**config.mk**
```make
export PLATFORM = sky130hd
export DESIGN_NAME = fp_divide
export DESIGN_NICKNAME = d
export VERILOG_FILES = /design/src/rtl/fp_pkg.sv /design/src/rtl/mant_div.sv /design/src/rtl/fp_divide.sv
export SDC_FILE = /design/constraint.sdc
export NUM_CORES = 1
export LEC_CHECK = 0
export ABC_AREA = 1
export BUFFER_PORTS_ARGS = -buffer_cell sky130_fd_sc_hd__buf_2
export CAP_MARGIN = 15
export CORE_ASPECT_RATIO = 0.9
export CORE_MARGIN = 2
export CORE_UTILIZATION = 37
export CTS_CLUSTER_SIZE = 8
export DETAILED_ROUTE_END_ITERATION = 10
export GPL_ROUTABILITY_DRIVEN = 0
export HOLD_SLACK_MARGIN = 0.15
export PLACE_DENSITY = 0.64
export SLEW_MARGIN = 30
export SYNTH_ARGS = -nofsm -noshare
export SYNTH_HDL_FRONTEND = slang
export SYNTH_HIERARCHICAL = 1
export SYNTH_SLANG_ARGS = --single-unit
```
**constraint.sdc**
```tcl
create_clock -name clk -period 3 [get_ports clk]
set_input_delay 0.15 -clock clk [delete_from_list [all_inputs] [get_ports clk]]
set_output_delay 0.15 -clock clk [all_outputs]
set_load 0.01 [all_outputs]
```
**src/rtl/fp_pkg.sv**
```systemverilog
// fp_pkg: shared constants and FSM state type for the single-precision divider.
//   BIAS     - IEEE-754 single exponent bias
//   EXP_W    - exponent field width
//   MAN_W    - stored mantissa (fraction) width
//   DIV_ITER - quotient bits produced by the mantissa divider
//   CNT_W    - width of the iteration counter
//   state_t  - controller states
package fp_pkg;
  localparam int BIAS     = 127;
  localparam int EXP_W    = 8;
  localparam int MAN_W    = 23;
  localparam int DIV_ITER = 25;
  localparam int CNT_W    = $clog2(DIV_ITER);

  typedef enum logic [1:0] {
    IDLE   = 2'd0,
    DIVIDE = 2'd1,
    NORM   = 2'd2,
    DONE   = 2'd3
  } state_t;
endpackage

```
**src/rtl/mant_div.sv**
```systemverilog
// mant_div: restoring shift-subtract divider for two 24-bit mantissas.
// Produces one quotient bit per step, MSB first; after DIV_ITER steps the
// quotient holds floor(dividend * 2^24 / divisor).
// Ports:
//   clk, rst_n - clock, asynchronous active-low reset
//   load       - capture dividend/divisor, clear quotient, preset counter
//   step       - perform one shift-subtract iteration
//   dividend   - {1, fraction} of the dividend
//   divisor    - {1, fraction} of the divisor
//   quotient   - accumulated quotient bits
//   cnt_zero   - high while the current step is the last one
module mant_div
  import fp_pkg::*;
(
  input  logic             clk,
  input  logic             rst_n,
  input  logic             load,
  input  logic             step,
  input  logic [MAN_W:0]   dividend,
  input  logic [MAN_W:0]   divisor,
  output logic [MAN_W+1:0] quotient,
  output logic             cnt_zero
);
  // Partial remainder stays below twice the divisor, so two guard bits suffice.
  logic [MAN_W+2:0] rem_reg;
  logic [MAN_W:0]   dsr_reg;
  logic [MAN_W+1:0] q_reg;
  logic [CNT_W-1:0] cnt_reg;

  logic [MAN_W+2:0] dsr_ext;
  logic [MAN_W+2:0] diff;
  logic             ge;
  logic [MAN_W+2:0] rem_sel;

  always_comb begin
    dsr_ext = {2'b00, dsr_reg};
    ge      = (rem_reg >= dsr_ext);
    diff    = rem_reg - dsr_ext;
    rem_sel = ge ? diff : rem_reg;
  end

  always_ff @(posedge clk or negedge rst_n) begin
    if (!rst_n) begin
      rem_reg <= '0;
      dsr_reg <= '0;
      q_reg   <= '0;
      cnt_reg <= '0;
    end else if (load) begin
      rem_reg <= {2'b00, dividend};
      dsr_reg <= divisor;
      q_reg   <= '0;
      // Preset to DIV_ITER-1 so the step that sees zero is the final one.
      cnt_reg <= CNT_W'(DIV_ITER - 1);
    end else if (step) begin
      q_reg   <= {q_reg[MAN_W:0], ge};
      rem_reg <= {rem_sel[MAN_W+1:0], 1'b0};
      if (cnt_reg != '0) cnt_reg <= cnt_reg - 1'b1;
    end
  end

  assign quotient = q_reg;
  assign cnt_zero = (cnt_reg == '0);
endmodule

```
**src/rtl/fp_divide.sv**
```systemverilog
// fp_divide: multi-cycle IEEE-754 single-precision divider (truncating,
// no denormals). Fixed latency: done pulses 27 cycles after the accepting edge.
// Ports:
//   clk, rst_n - clock, asynchronous active-low reset
//   start      - request a divide (taken only when idle and not busy)
//   FP1, FP2   - dividend, divisor
//   result     - quotient, held until the next accepted start
//   done       - one-cycle pulse when result/flags are valid
//   busy       - high from the cycle after acceptance through the done cycle
//   ovf, udf   - exponent overflow / underflow
//   div0       - divisor was zero
module fp_divide
  import fp_pkg::*;
(
  input  logic        clk,
  input  logic        rst_n,
  input  logic        start,
  input  logic [31:0] FP1,
  input  logic [31:0] FP2,
  output logic [31:0] result,
  output logic        done,
  output logic        busy,
  output logic        ovf,
  output logic        udf,
  output logic        div0
);
  state_t state_reg, state_next;

  logic                sign_reg;
  logic                a_zero_reg;
  logic                b_zero_reg;
  logic signed [9:0]   exp_reg;
  logic [MAN_W-1:0]    man_reg;

  logic                accept;
  logic                load;
  logic                step;
  logic [MAN_W+1:0]    quotient;
  logic                cnt_zero;
  logic signed [9:0]   exp_init;

  logic [31:0]         res_pack;
  logic                ovf_pack, udf_pack, div0_pack;

  assign accept   = (state_reg == IDLE) && start && !busy;
  assign exp_init = $signed({2'b00, FP1[30:23]}) - $signed({2'b00, FP2[30:23]})
                  + 10'(BIAS);

  mant_div u_mant_div (
    .clk      (clk),
    .rst_n    (rst_n),
    .load     (load),
    .step     (step),
    .dividend ({1'b1, FP1[MAN_W-1:0]}),
    .divisor  ({1'b1, FP2[MAN_W-1:0]}),
    .quotient (quotient),
    .cnt_zero (cnt_zero)
  );

  always_comb begin
    state_next = state_reg;
    load       = 1'b0;
    step       = 1'b0;
    case (state_reg)
      IDLE: begin
        if (accept) begin
          load       = 1'b1;
          state_next = DIVIDE;
        end
      end
      DIVIDE: begin
        step = 1'b1;
        if (cnt_zero) state_next = NORM;
      end
      NORM:    state_next = DONE;
      DONE:    state_next = IDLE;
      default: state_next = IDLE;
    endcase
  end

  // Special operands override the arithmetic path, which keeps the flags
  // mutually exclusive.
  always_comb begin
    res_pack  = {sign_reg, exp_reg[EXP_W-1:0], man_reg};
    ovf_pack  = 1'b0;
    udf_pack  = 1'b0;
    div0_pack = 1'b0;
    if (b_zero_reg && a_zero_reg) begin
      res_pack  = 32'h7FC0_0000;
      div0_pack = 1'b1;
    end else if (b_zero_reg) begin
      res_pack  = {sign_reg, 8'hFF, 23'h0};
      div0_pack = 1'b1;
    end else if (a_zero_reg) begin
      res_pack  = {sign_reg, 31'h0};
    end else if (exp_reg >= 10'sd255) begin
      res_pack  = {sign_reg, 8'hFF, 23'h0};
      ovf_pack  = 1'b1;
    end else if (exp_reg <= 10'sd0) begin
      res_pack  = {sign_reg, 31'h0};
      udf_pack  = 1'b1;
    end
  end

  always_ff @(posedge clk or negedge rst_n) begin
    if (!rst_n) begin
      state_reg  <= IDLE;
      sign_reg   <= 1'b0;
      a_zero_reg <= 1'b0;
      b_zero_reg <= 1'b0;
      exp_reg    <= '0;
      man_reg    <= '0;
      result     <= '0;
      done       <= 1'b0;
      busy       <= 1'b0;
      ovf        <= 1'b0;
      udf        <= 1'b0;
      div0       <= 1'b0;
    end else begin
      state_reg <= state_next;
      done      <= 1'b0;

      if (accept) begin
        busy       <= 1'b1;
        result     <= '0;
        ovf        <= 1'b0;
        udf        <= 1'b0;
        div0       <= 1'b0;
        sign_reg   <= FP1[31] ^ FP2[31];
        a_zero_reg <= (FP1[30:23] == '0);
        b_zero_reg <= (FP2[30:23] == '0);
        exp_reg    <= exp_init;
      end else if (done) begin
        busy <= 1'b0;
      end

      // Quotient in [0.5, 2): a clear integer bit means one extra shift.
      if (state_reg == NORM) begin
        if (quotient[MAN_W+1]) begin
          man_reg <= quotient[MAN_W:1];
        end else begin
          man_reg <= quotient[MAN_W-1:0];
          exp_reg <= exp_reg - 10'sd1;
        end
      end

      if (state_reg == DONE) begin
        result <= res_pack;
        ovf    <= ovf_pack;
        udf    <= udf_pack;
        div0   <= div0_pack;
        done   <= 1'b1;
      end
    end
  end
endmodule

```
==> metrics.md <==
| Metric | Value |
|---|---|
| Maxcap violations | 0 |
| RSZ-0062 raised after global routing | no |
| Vias in the first global route | 8,258 |
| Sequential power share | 27.8% |
| WL/cell | 13.5 µm |
| Layout area overhead | 21.3% |
| Std-Cell Rows | 55 |
| Total GRT Usage | 18.7% |
| Critical Path AT | 3.02 ns |
| H-tree levels | 4 |
| Longest Clk Path Bufs | 2 |
| Final core utilization | 45.5% |
| Die Area | 26,800 µm² |
| Global-route wire length before repair | 40,400 µm |
| HP Class | in -> reg |
| Ports | 104 |
| Design area | 11,400 µm² |
| Die X | 172 µm |
| Largest net degree at the start of global routing | 71 |
| CTS buffer count | 17 |
| Setup crit end kind | register |
| Async set-reset flop share out of synthesis | 100% |
| Cell variety after synth | 45 |
| Fin Setup TNS | 0 ns |
| Top_reg_cell synth | dfrtp_1 |
| Final hold violation count | 0 |
| Power share of the clock group | 17.1% |
| Initial antenna violation count | 0 |
| Yosys warnings | 6 |
| Detail Route Antenna Nets | 0 |
| Inserted Diodes | 0 |
| Clk sinks | 155 |
| Final setup fails | 0 |
| Switch share | 49.2% |
| Worst Tran Pin Value | 0.740 ns |
| Fin nets | 1,534 |
| Clock-pin transition on the worst setup and hold timing paths | 0.07 ns |
| Pre-antenna DRT Iters | 8 |
| Layout Skew | 0.0109 ns |
| DRC viols | 0 |
| Register bit count reported by yosys | 155 |
| Clock root buffer | clkbuf_16 |
| IO buf count | 103 |
| Synth Area in Adders | 5.92% |
| Fin crit period | 2.71 ns |
| Via count | 8,721 |
| Pleak | 5.93 nW |
| Logic pwr share | 55.2% |
| Placed inst area | 10,300 µm² |
| Post-CTS setup buffer count | 0 |
| Post-synthesis simple-gate area fraction | 28.5% |
| GR Overflow Total | 0 |
| Crit path kind | reg -> reg |
| Pint | 6.55 mW |
| Commonest non-fill, non-tap cells in the layout | nand2_1, inv_1, dfrtp_1 |
| Largest family of logic cells by synthesized area | simple AND/OR/NAND/NOR gates |
| Core area | 25,100 µm² |
| Final Max Slew Viols | 0 |
| Post-DP HPWL | 17,200 µm |
| Worst vdd ir | 504 µV |
| Number of flops mapped to enable cells by yosys | 0 |
| Status | finished clean |
| Startpoint types | register |
| Relative slew slack | 50.6% |
| PD cells | 1130 nW/µm² |
| Most common cell after layout, fill and taps aside | nand2_1 |
| Via density | 4.90 |
| Period utilisation layout | 90.5% |
| Drt initial violations | 650 |
| Post-cts resize count | 0 |
| F_max | 368 MHz |
| P_sw | 6.33 mW |
| Hold_buf cts | 55 |
| Final wirelength | 24,000 µm |
| Critical path peak fanout | 34 |
| Max FFs per register | 32 |
| Die H | 155 µm |
| Post-synthesis cell area | 9430 µm² |
| Mean Syn Cell Area | 7.40 µm² |
| Initial core utilization | 37.5% |
| Post-Synth XOR/XNOR Area | 1.30% |
| Mux contribution to synthesized area | 0% |
| CP required | 3.31 ns |
| Clk Latency, worst-skew pair | 0.44 ns |
| Synthesized instance count | 1,275 |
| Synth Area in Compound Gates | 13.8% |
| TritonCTS clock tree | done |
| Layout cells sized above 1 | 13.8% |
| Sequential share of the synthesized area | 41.1% |
## cells in the mapped netlist, types with 3 or more instances
library cell | instances | area share, %
a21oi_1 | 46 | 2.4
clkbuf_1 | 23 | 0.92
nand3_1 | 103 | 5.5
a22oi_1 | 21 | 1.7
xnor2_1 | 9 | 0.84
nor2_2 | 6 | 0.40
nand3_2 | 6 | 0.64
xor2_1 | 5 | 0.46
o21ai_1 | 10 | 0.53
ha_1 | 43 | 5.7
o21bai_1 | 3 | 0.24
a21oi_2 | 3 | 0.28
nor3_2 | 4 | 0.42
inv_1 | 171 | 6.8
nor2_1 | 78 | 3.1
nand4_1 | 23 | 1.5
nand2_2 | 16 | 1.1
o22ai_1 | 23 | 1.5
buf_2 | 10 | 0.53
o21ai_0 | 113 | 6.0
inv_2 | 5 | 0.20
nor4_1 | 3 | 0.20
nor2_4 | 4 | 0.48
dfrtp_1 | 155 | 41
nand2_1 | 357 | 14
buf_6 | 5 | 0.60
nor3_1 | 3 | 0.16
## critical path: stages, from the launching register on
cell and delay [ns]:
dfrtp_1 0.37, inv_1 0.10, ha_1 0.18, inv_1 0.07
fa_1 0.44, nand3_1 0.12, nand3_1 0.16, nand2_2 0.28
nand3_4 0.39, nand2_2 0.28, nand2_1 0.07, nand2_1 0.07
nand2_1 0.04
## path summary, 6_finish.rpt
| check | startpoint | end | slack (ns) | cells after the start |
|---|---|---|---|---|
| setup / recovery | u_mant_div/rem_reg[0]$_DFFE_PN0P_ | u_mant_div/rem_reg[18]$_DFFE_PN0P_ | 0.29 | 12 |
| hold / removal | FP1[17] | u_mant_div/rem_reg[17]$_DFFE_PN0P_ | 0.15 | 5 |
| setup reg to reg | u_mant_div/rem_reg[0]$_DFFE_PN0P_ | u_mant_div/rem_reg[18]$_DFFE_PN0P_ | 0.29 | 12 |
| hold reg to reg | result[2]$_DFFE_PN0P_ | result[2]$_DFFE_PN0P_ | 0.48 | 2 |
| max in group asynchronous | rst_n | u_mant_div/rem_reg[12]$_DFFE_PN0P_ | 1.80 | 3 |
| min in group asynchronous | rst_n | sign_reg$_DFFE_PN0P_ | 0.29 | 2 |
## layer usage
| metal | vias to the layer above | part of all wire (%) | GRT usage [%] |
|---|---|---|---|
| met3 | 20 | 4.7 | 3.10 |
| met5 | - | 0 | 0 |
| met1 | 4013 | 48 | 25.8 |
| li1 | 4462 | - | - |
| met2 | 226 | 46 | 30.6 |
| met4 | 0 | 1.3 | 4.28 |
## logic make-up (layout without fill, tap and decap cells)
kind of cell / count (synthesis) / after routing
and+or+nand+nor: 611 / 611
AOI/OAI and AO/OA: 230 / 230
buffers and inverters: 220 / 380
DFF: 155 / 155
adders and majority gates: 44 / 44
xor gates and xnor gates: 14 / 14
other: 1 / 2
## final cells by class
| cell class | count | area [µm²] |
|---|---|---|
| clock buffer | 17 | 425 |
| tap | 342 | 428 |
| timing repair buffer | 170 | 1170 |
| fill | 2499 | 13700 |
| inverter | 178 | 668 |
| multi-input combinational | 901 | 4680 |
| sequential | 155 | 3880 |
| clock inverter | 15 | 190 |
## power by group through the flow
| stage | combinational [mW] | clock, mW | sequential (mW) |
|---|---|---|---|
| after floorplan | 5.47 | 0 | 3.44 |
| after global placement | 6.91 | 0 | 3.58 |
| after detailed placement | 6.97 | 0 | 3.60 |
| after CTS | 7.08 | 2.25 | 3.57 |
| after global routing | 8.13 | 2.35 | 3.69 |
| final | 7.11 | 2.20 | 3.58 |
## metrics by stage
stage / setup WS [ns] / cells / power, mW / hold WS (ns)
after floorplan: 0.735 / 1276 / 8.91 / -0.146
after global placement: 0.411 / 1691 / 10.5 / 0.212
after detailed placement: 0.301 / 1691 / 10.6 / 0.219
after CTS: 0.276 / 1778 / 12.9 / 0.151
after global routing: 0.0663 / 1778 / 14.2 / 0.161
final: 0.286 / 1778 / 12.9 / 0.154
Power figures use the tool's default switching activity.
